[src/rtl/div_hilo_ctrl.sv]
`default_nettype none
// ============================================================================
// Module      : div_hilo_ctrl
// Description : Control stage in front of a combinational unsigned restoring
//               divider core. It captures one divide request, drives operand
//               magnitudes to the core, holds them for CORE_LAT cycles,
//               sign-corrects the core's {remainder, quotient} and writes the
//               HI (remainder) / LO (quotient) register pair. A zero divisor
//               is resolved locally without waiting on the core.
// Revision    : 1.0 - initial release
// ----------------------------------------------------------------------------
// Parameters:
//   WIDTH     operand width; the core result is 2*WIDTH bits
//   CORE_LAT  cycles the core inputs are held before sampling (1..15)
// Ports:
//   clk          system clock, rising-edge
//   reset_n      asynchronous active-low reset
//   start        request strobe, sampled only while idle
//   signed_op    1 = signed two's-complement divide, 0 = unsigned
//   RegA / RegB  dividend / divisor, valid on the accepting edge only
//   core_a/b     dividend / divisor magnitudes driven to the core
//   core_z       core result {remainder, quotient}, unsigned
//   busy         request in flight (registered)
//   done         one-cycle pulse when HI/LO are written
//   div_by_zero  status of the last completed request
//   HI / LO      remainder / quotient registers
// ============================================================================
module div_hilo_ctrl #(
  parameter int WIDTH    = 32,
  parameter int CORE_LAT = 2
) (
  input  logic               clk,
  input  logic               reset_n,
  input  logic               start,
  input  logic               signed_op,
  input  logic [WIDTH-1:0]   RegA,
  input  logic [WIDTH-1:0]   RegB,
  output logic [WIDTH-1:0]   core_a,
  output logic [WIDTH-1:0]   core_b,
  input  logic [2*WIDTH-1:0] core_z,
  output logic               busy,
  output logic               done,
  output logic               div_by_zero,
  output logic [WIDTH-1:0]   HI,
  output logic [WIDTH-1:0]   LO
);

  // Counter is sized for the full legal CORE_LAT range (1..15).
  localparam int                CNT_W    = 4;
  localparam logic [CNT_W-1:0]  CNT_INIT = CNT_W'(CORE_LAT - 1);

  typedef enum logic [1:0] {
    S_IDLE = 2'd0,
    S_WAIT = 2'd1,
    S_ZERO = 2'd2
  } state_t;

  state_t             state;
  logic [CNT_W-1:0]   cnt;
  logic               qneg;     // quotient must be negated
  logic               rneg;     // remainder must be negated (follows dividend)
  logic [WIDTH-1:0]   zero_hi;  // raw dividend, reported in HI on divide-by-zero

  // --------------------------------------------------------------------------
  // Operand conditioning (evaluated on the accepting edge only).
  // Negating the most negative value wraps back to itself, which read as an
  // unsigned magnitude is exactly right, so no special case is needed.
  // --------------------------------------------------------------------------
  logic             a_neg;
  logic             b_neg;
  logic [WIDTH-1:0] a_mag;
  logic [WIDTH-1:0] b_mag;
  logic             b_is_zero;

  assign a_neg     = signed_op & RegA[WIDTH-1];
  assign b_neg     = signed_op & RegB[WIDTH-1];
  assign a_mag     = a_neg ? (-RegA) : RegA;
  assign b_mag     = b_neg ? (-RegB) : RegB;
  assign b_is_zero = (RegB == '0);

  // --------------------------------------------------------------------------
  // Result sign correction. The core path is a CORE_LAT-cycle multicycle
  // path: core_a/core_b are stable from the accepting edge until core_z is
  // sampled on the completing edge.
  // --------------------------------------------------------------------------
  logic [WIDTH-1:0] quo;
  logic [WIDTH-1:0] rem;
  logic [WIDTH-1:0] lo_next;
  logic [WIDTH-1:0] hi_next;

  assign quo     = core_z[WIDTH-1:0];
  assign rem     = core_z[2*WIDTH-1:WIDTH];
  assign lo_next = qneg ? (-quo) : quo;
  assign hi_next = rneg ? (-rem) : rem;

  // --------------------------------------------------------------------------
  // Control FSM with registered outputs. done defaults low every cycle so it
  // is a single-cycle pulse; the done cycle is IDLE, so a new request can be
  // accepted in it.
  // --------------------------------------------------------------------------
  always_ff @(posedge clk or negedge reset_n) begin
    if (!reset_n) begin
      state       <= S_IDLE;
      cnt         <= '0;
      qneg        <= 1'b0;
      rneg        <= 1'b0;
      zero_hi     <= '0;
      core_a      <= '0;
      core_b      <= '0;
      busy        <= 1'b0;
      done        <= 1'b0;
      div_by_zero <= 1'b0;
      HI          <= '0;
      LO          <= '0;
    end else begin
      done <= 1'b0;
      case (state)
        S_IDLE: begin
          if (start) begin
            core_a  <= a_mag;
            core_b  <= b_mag;
            qneg    <= a_neg ^ b_neg;
            rneg    <= a_neg;
            zero_hi <= RegA;
            busy    <= 1'b1;
            if (b_is_zero) begin
              state <= S_ZERO;
            end else begin
              state <= S_WAIT;
              cnt   <= CNT_INIT;
            end
          end
        end

        S_WAIT: begin
          if (cnt == '0) begin
            LO          <= lo_next;
            HI          <= hi_next;
            div_by_zero <= 1'b0;
            done        <= 1'b1;
            busy        <= 1'b0;
            state       <= S_IDLE;
          end else begin
            cnt <= cnt - 1'b1;
          end
        end

        S_ZERO: begin
          // Core output is irrelevant here; report all-ones quotient and the
          // untouched dividend as remainder.
          LO          <= '1;
          HI          <= zero_hi;
          div_by_zero <= 1'b1;
          done        <= 1'b1;
          busy        <= 1'b0;
          state       <= S_IDLE;
        end

        default: begin
          busy  <= 1'b0;
          state <= S_IDLE;
        end
      endcase
    end
  end

endmodule
`default_nettype wire

[config.mk]
export PLATFORM = sky130hd
export DESIGN_NAME = div_hilo_ctrl
export DESIGN_NICKNAME = d
export VERILOG_FILES = /design/src/rtl/div_hilo_ctrl.sv
export SDC_FILE = /design/constraint.sdc
export NUM_CORES = 1
export LEC_CHECK = 0
export ABC_AREA = 1
export CELL_PAD_IN_SITES_DETAIL_PLACEMENT = 1
export CELL_PAD_IN_SITES_GLOBAL_PLACEMENT = 2
export CORE_MARGIN = 3
export CORE_UTILIZATION = 30
export DETAILED_ROUTE_END_ITERATION = 16
export PLACE_DENSITY_LB_ADDON = 0.1
export SYNTH_ARGS = -nofsm -noshare
export SYNTH_HDL_FRONTEND = slang
export SYNTH_SLANG_ARGS = --single-unit
[constraint.sdc]
create_clock -name clk -period 3.2 [get_ports clk]
set_input_delay 0.96 -clock clk [delete_from_list [all_inputs] [get_ports clk]]
set_output_delay 0.96 -clock clk [all_outputs]
set_load 0.02 [all_outputs]
# --- Yosys cells after proc, flatten, opt, wreduce, memory -nomap -nowiden ---
# Cells that the tools add are included.
# Widths: inputs -> output; s select.
word_totals:
  reg_bits: 171
  in_bits: 132
  out_inout_bits: 131
  wordCells: 57
classes:
  n_addsub: 5
  n_eq_ne: 6
  n_mux: 22
  bitwise_logic: 3
  n_reduce_logical: 9
op_table:
  columns: ["op", "count"]
  rows:
  - ["$mux 32", 6]
  - ["$neg 32->32", 4]
  - ["$pmux 32 s2", 2]
  - ["$logic_not 32->1", 1]
  - ["$mux 4", 3]
  - ["$ne 2x2->1 const B", 4]
  - ["$pmux 4 s2", 1]
  - ["$mux 2", 3]
  - ["$pmux 1 s2", 3]
  - ["$reduce_and 2->1", 3]
  - ["$logic_not 4->1", 1]
  - ["$pmux 2 s2", 1]
  - ["$reduce_and 4->1", 1]
  - ["$reduce_bool 2->1", 2]
  - ["$sub 4x1->4 const B", 1]
  - ["$mux 1", 3]
  - ["$and 1x1->1", 2]
  - ["$eq 2x1->1 const B", 1]
  - ["$eq 2x2->1 const B", 1]
  - ["$logic_not 2->1", 1]
  - ["$xor 1x1->1", 1]

# --- Logic depth before layout (Yosys ltp) ---
depth:
  ltp_word: 4
  mapped_depth: 12
  depth_no_buf: 12

# --- Least setup slack after synthesis ---
# Ideal clock, no wire load.
synth_timing:
  path_type: "input-to-reg"
  start: "input port core_z[0]"
  end: "register LO[22]"
  setup_ns: 0.117
  arrival_ns: 1.985
  required_ns: 3.083
  slack_ns: 1.098
  path_stages: 11
  cell_sequence: "inv_1 > ha_1 > nand3_1 > nand2_1 > nand3b_4 > nor2_4 > nand2_1 > nand2_1 > nand3_1 > o21ai_1 > inv_1"
synth_between:
  elab_chain_len: 4
synth_rtl:
  columns: ["element", "line", "rtl"]
  rows:
  - ["start, declared", "40", "input logic [2*WIDTH-1:0] core_z,"]
  - ["$neg 32->32", "93", "assign lo_next = qneg ? (-quo) : quo;"]
  - ["$mux 32", "93", null]
  - ["$mux 32", "136", "if (cnt == '0) begin"]
  - ["$pmux 32 s2", "117", "case (state)"]
  - ["end signal, assigned", "137", "LO <= lo_next;"]
  - ["end, declared", "45", "output logic [WIDTH-1:0] LO"]
# Every way passes these cells. The select of a mux whose other input is x is not followed.
# A chain may end at the register's enable or synchronous reset.

# --- Final worst setup path ---
layout_timing:
  start: "register core_a[0]"
  end: "output port core_a[0]"
layout_lines:
  columns: ["element", "line", "rtl"]
  rows:
  - ["start, declared", "38", "output logic [WIDTH-1:0] core_a,"]
  - ["start signal, assigned", "120", "core_a <= a_mag;"]
# No word-level cell between the ends.

==> results.cfg <==
[synthesis]
synth_area_per_cell_um2 = 7.20
yosys-top-cells-count = 425 x nand2_1, 170 x dfrtp_1, 165 x nand3_1
synth_cell_types = 51
synthCells = 1478
synth_area_mm2 = 0.0106
synth_edf_count = 0
ys_seq_elements = 170
synth.area.top_cells = dfrtp_1 40%, nand2_1 15%, nand3_1 7.8%
synth_top_area_frac = 0.400
yosysWarnings = 0
yosys_most_used_dff = dfrtp_1
synth_top_cell_by_area = dfrtp_1
async_flop_share = 1.00
ys_seq_area_frac = 0.400
synth_most_common_cell = nand2_1
syn-num-nets = 1619

[timing]
rsz0062_at_grt = no
post-route-period-util = 0.792
fin_crit_ns = 2.53
finalSetupTns_ns = 0
worstMarginPinSlew_ns = 0.810
setup_ws_ns = 0.666
slew_headroom = 0.459
clock.fmax_mhz = 395
hold_violations = 0
drv_slew = 0
setup_violations = 0
finalClockSkew_ns = 0.00822

[die]
dieArea_mm2 = 0.0378
start_util = 0.306
die_y_um = 194
die_x_um = 194
core_mm2 = 0.0348
rows = 68
io_pins = 263

[grt]
grt_max_degree = 84
grt_pass1_vias = 11300
track_usage = 0.209
grt-ovfl-total = 0
antenna_found_initial = 1
grt_pass1_wl_um = 63500

[drt]
wl_per_cell_um = 18.1
met3_length_um = 1380
dr.max_layer_used = met4
postRouteAntennaNets = 0
drt-met1-wl_um = 19800
num_vias = 10700
drtIter0Drc = 455
viasPerCell = 4.89
route.detailed.drc = 0
first_pass_iters = 5
wl_um = 39600
route.met2.wl_um = 18000

[clock_network]
clkTransAtPathRegs_ns = 0.07
hold_buffers = 0
clock_latency_ns = 0.45
cts_max_path_buffers = 2
cts_buffers = 17
post-cts-setup-buffer-count = 0
ctsHtreeMaxLevel = 4
numClockSinks = 170
tritoncts = done
ctsResizeCount = 0
cts_root_buffer = clkbuf_16

[finish]
area_growth_pct = 35.3
drive_above_1_share = 0.0841
utilization = 0.414
nNetsFinal = 1864

[placement]
gp_congestion = 0.802
dp_hpwl_um = 30600
dp_slack_ns = 0.286
port_buffers = 262

[critical_path]
worstReg2RegEnd = LO[12]
worstSetupPathDepth = 1
r2r_setup_slack_ns = 0.93
r2r.worst_path.cells = 9
path_max_fanout = 3
start_kind = register
path_cells = clkdlybuf4s50_1
cp_num_buf_inv = 1
crit_start = core_a[0]
worstReg2RegStart = state[1]
critPathMaxStageDelay_ns = 0.69
cp_slowest_cell = clkdlybuf4s50_1
cp_top_family = buffers and inverters
cp-end-kind = primary output
critPathKind = register to primary output
worst_ep_required_time_ns = 2.24
cp.arrival_ns = 1.57
endpoint = core_a[0]

[run]
maxCapViolCount = 0

[status]
outcome = finished clean

[pwr]
ir_drop_mv = 0.436
p_leak_uw = 0.00662
powerDensity_mw_per_mm2 = 833

[worst_hold_path]
hp-class = primary input to asynchronous set/reset pin
==> logic make-up (layout without fill, tap and decap cells) <==
kind of cell / after synthesis / after routing / share of synthesized area
adders and majority gates: 9 / 9 / 0.0106
xor gates and xnor gates: 34 / 34 / 0.0301
buffers and inverters: 214 / 471 / 0.0855
and+or+nand+nor: 869 / 869 / 0.376
other: 0 / 1 / 0
AOI/OAI and AO/OA: 182 / 182 / 0.0982
DFF: 170 / 170 / 0.400
==> registers in the layout, summed over array words and instances, names as in the netlist <==
register and flops:
HI 32, LO 32, busy 1, cnt 4, core_a 32, core_b 32, div_by_zero 1, done 1
qneg 1, rneg 1, state 2, zero_hi 31
==> layout make-up <==
class	count	area, um2
multi-input cells	1094	5490
diodes	1	2.50
fillers	4312	20400
well taps	455	569
clock buffers	18	439
flip-flops and latches	170	4250
clock inverters	13	216
inverters	159	597
repair buffers	281	2830
==> worst register-to-register path, cell delays in order (launching register included) <==
cell	delay (ns)
dfrtp_1	0.40
inv_1	0.08
ha_1	0.39
nand4_2	0.25
nor2_4	0.49
inv_2	0.20
a21oi_1	0.16
nand2_1	0.06
o21ai_0	0.07
inv_1	0.06
==> power breakdown <==
group,internal (uW),switching (uW)
Clock,1410,974
Combinational,2420,3480
Sequential,3090,621
Total,6920,5070
==> cell usage in the layout, fill, tap and decap left out, types with 10 or more instances in the layout <==
master | Yosys | routed
a21oi_1 | 44 | 44
buf_4 | 14 | 14
clkbuf_16 | 0 | 17
clkdlybuf4s50_1 | 0 | 261
dfrtp_1 | 170 | 170
inv_1 | 146 | 146
inv_2 | 13 | 13
nand2_1 | 425 | 425
nand2_2 | 20 | 19
nand3_1 | 165 | 165
nand3b_1 | 10 | 10
nand4_1 | 30 | 30
nor2_1 | 146 | 146
nor2_2 | 14 | 14
nor2_4 | 11 | 11
o211ai_1 | 17 | 17
o21ai_0 | 70 | 70
o21ai_1 | 11 | 11
xor2_1 | 23 | 23
==> stage by stage <==
| stage | hold WS, ns | total power [uW] | instance area (um2) | cells |
|---|---|---|---|---|
| 6_report | 0.419 | 12000 | 14400 | 2191 |
| 5_1_grt | 0.441 | 12900 | 14400 | 2191 |
| 4_1_cts | 0.419 | 12200 | 14400 | 2190 |
| 3_5_place_dp | 0.469 | 9690 | 13700 | 2159 |
| 3_3_place_gp | 0.463 | 9580 | 13700 | 2159 |
| 2_1_floorplan | 0.444 | 6980 | 10600 | 1478 |
==> metal layers <==
layer | vias to the layer above | track usage
li1 | 5268 | -
met1 | 5222 | 0.305
met2 | 199 | 0.332
met3 | 23 | 0.0310
met4 | 0 | 0.0431
met5 | - | 0
==> worst min path at each step <==
stage / startpoint / endpoint / slack, ns / depth (start not counted)
CTS: reset_n / LO[27] / 0.42 / 1
global placement: HI[24] / HI[24] / 0.46 / 2
floorplan: zero_hi[5] / zero_hi[5] / 0.44 / 2
detailed placement: HI[23] / HI[23] / 0.47 / 2
global route: reset_n / LO[27] / 0.44 / 1
finish: reset_n / LO[14] / 0.42 / 1
(Power assumes the default switching activity.)
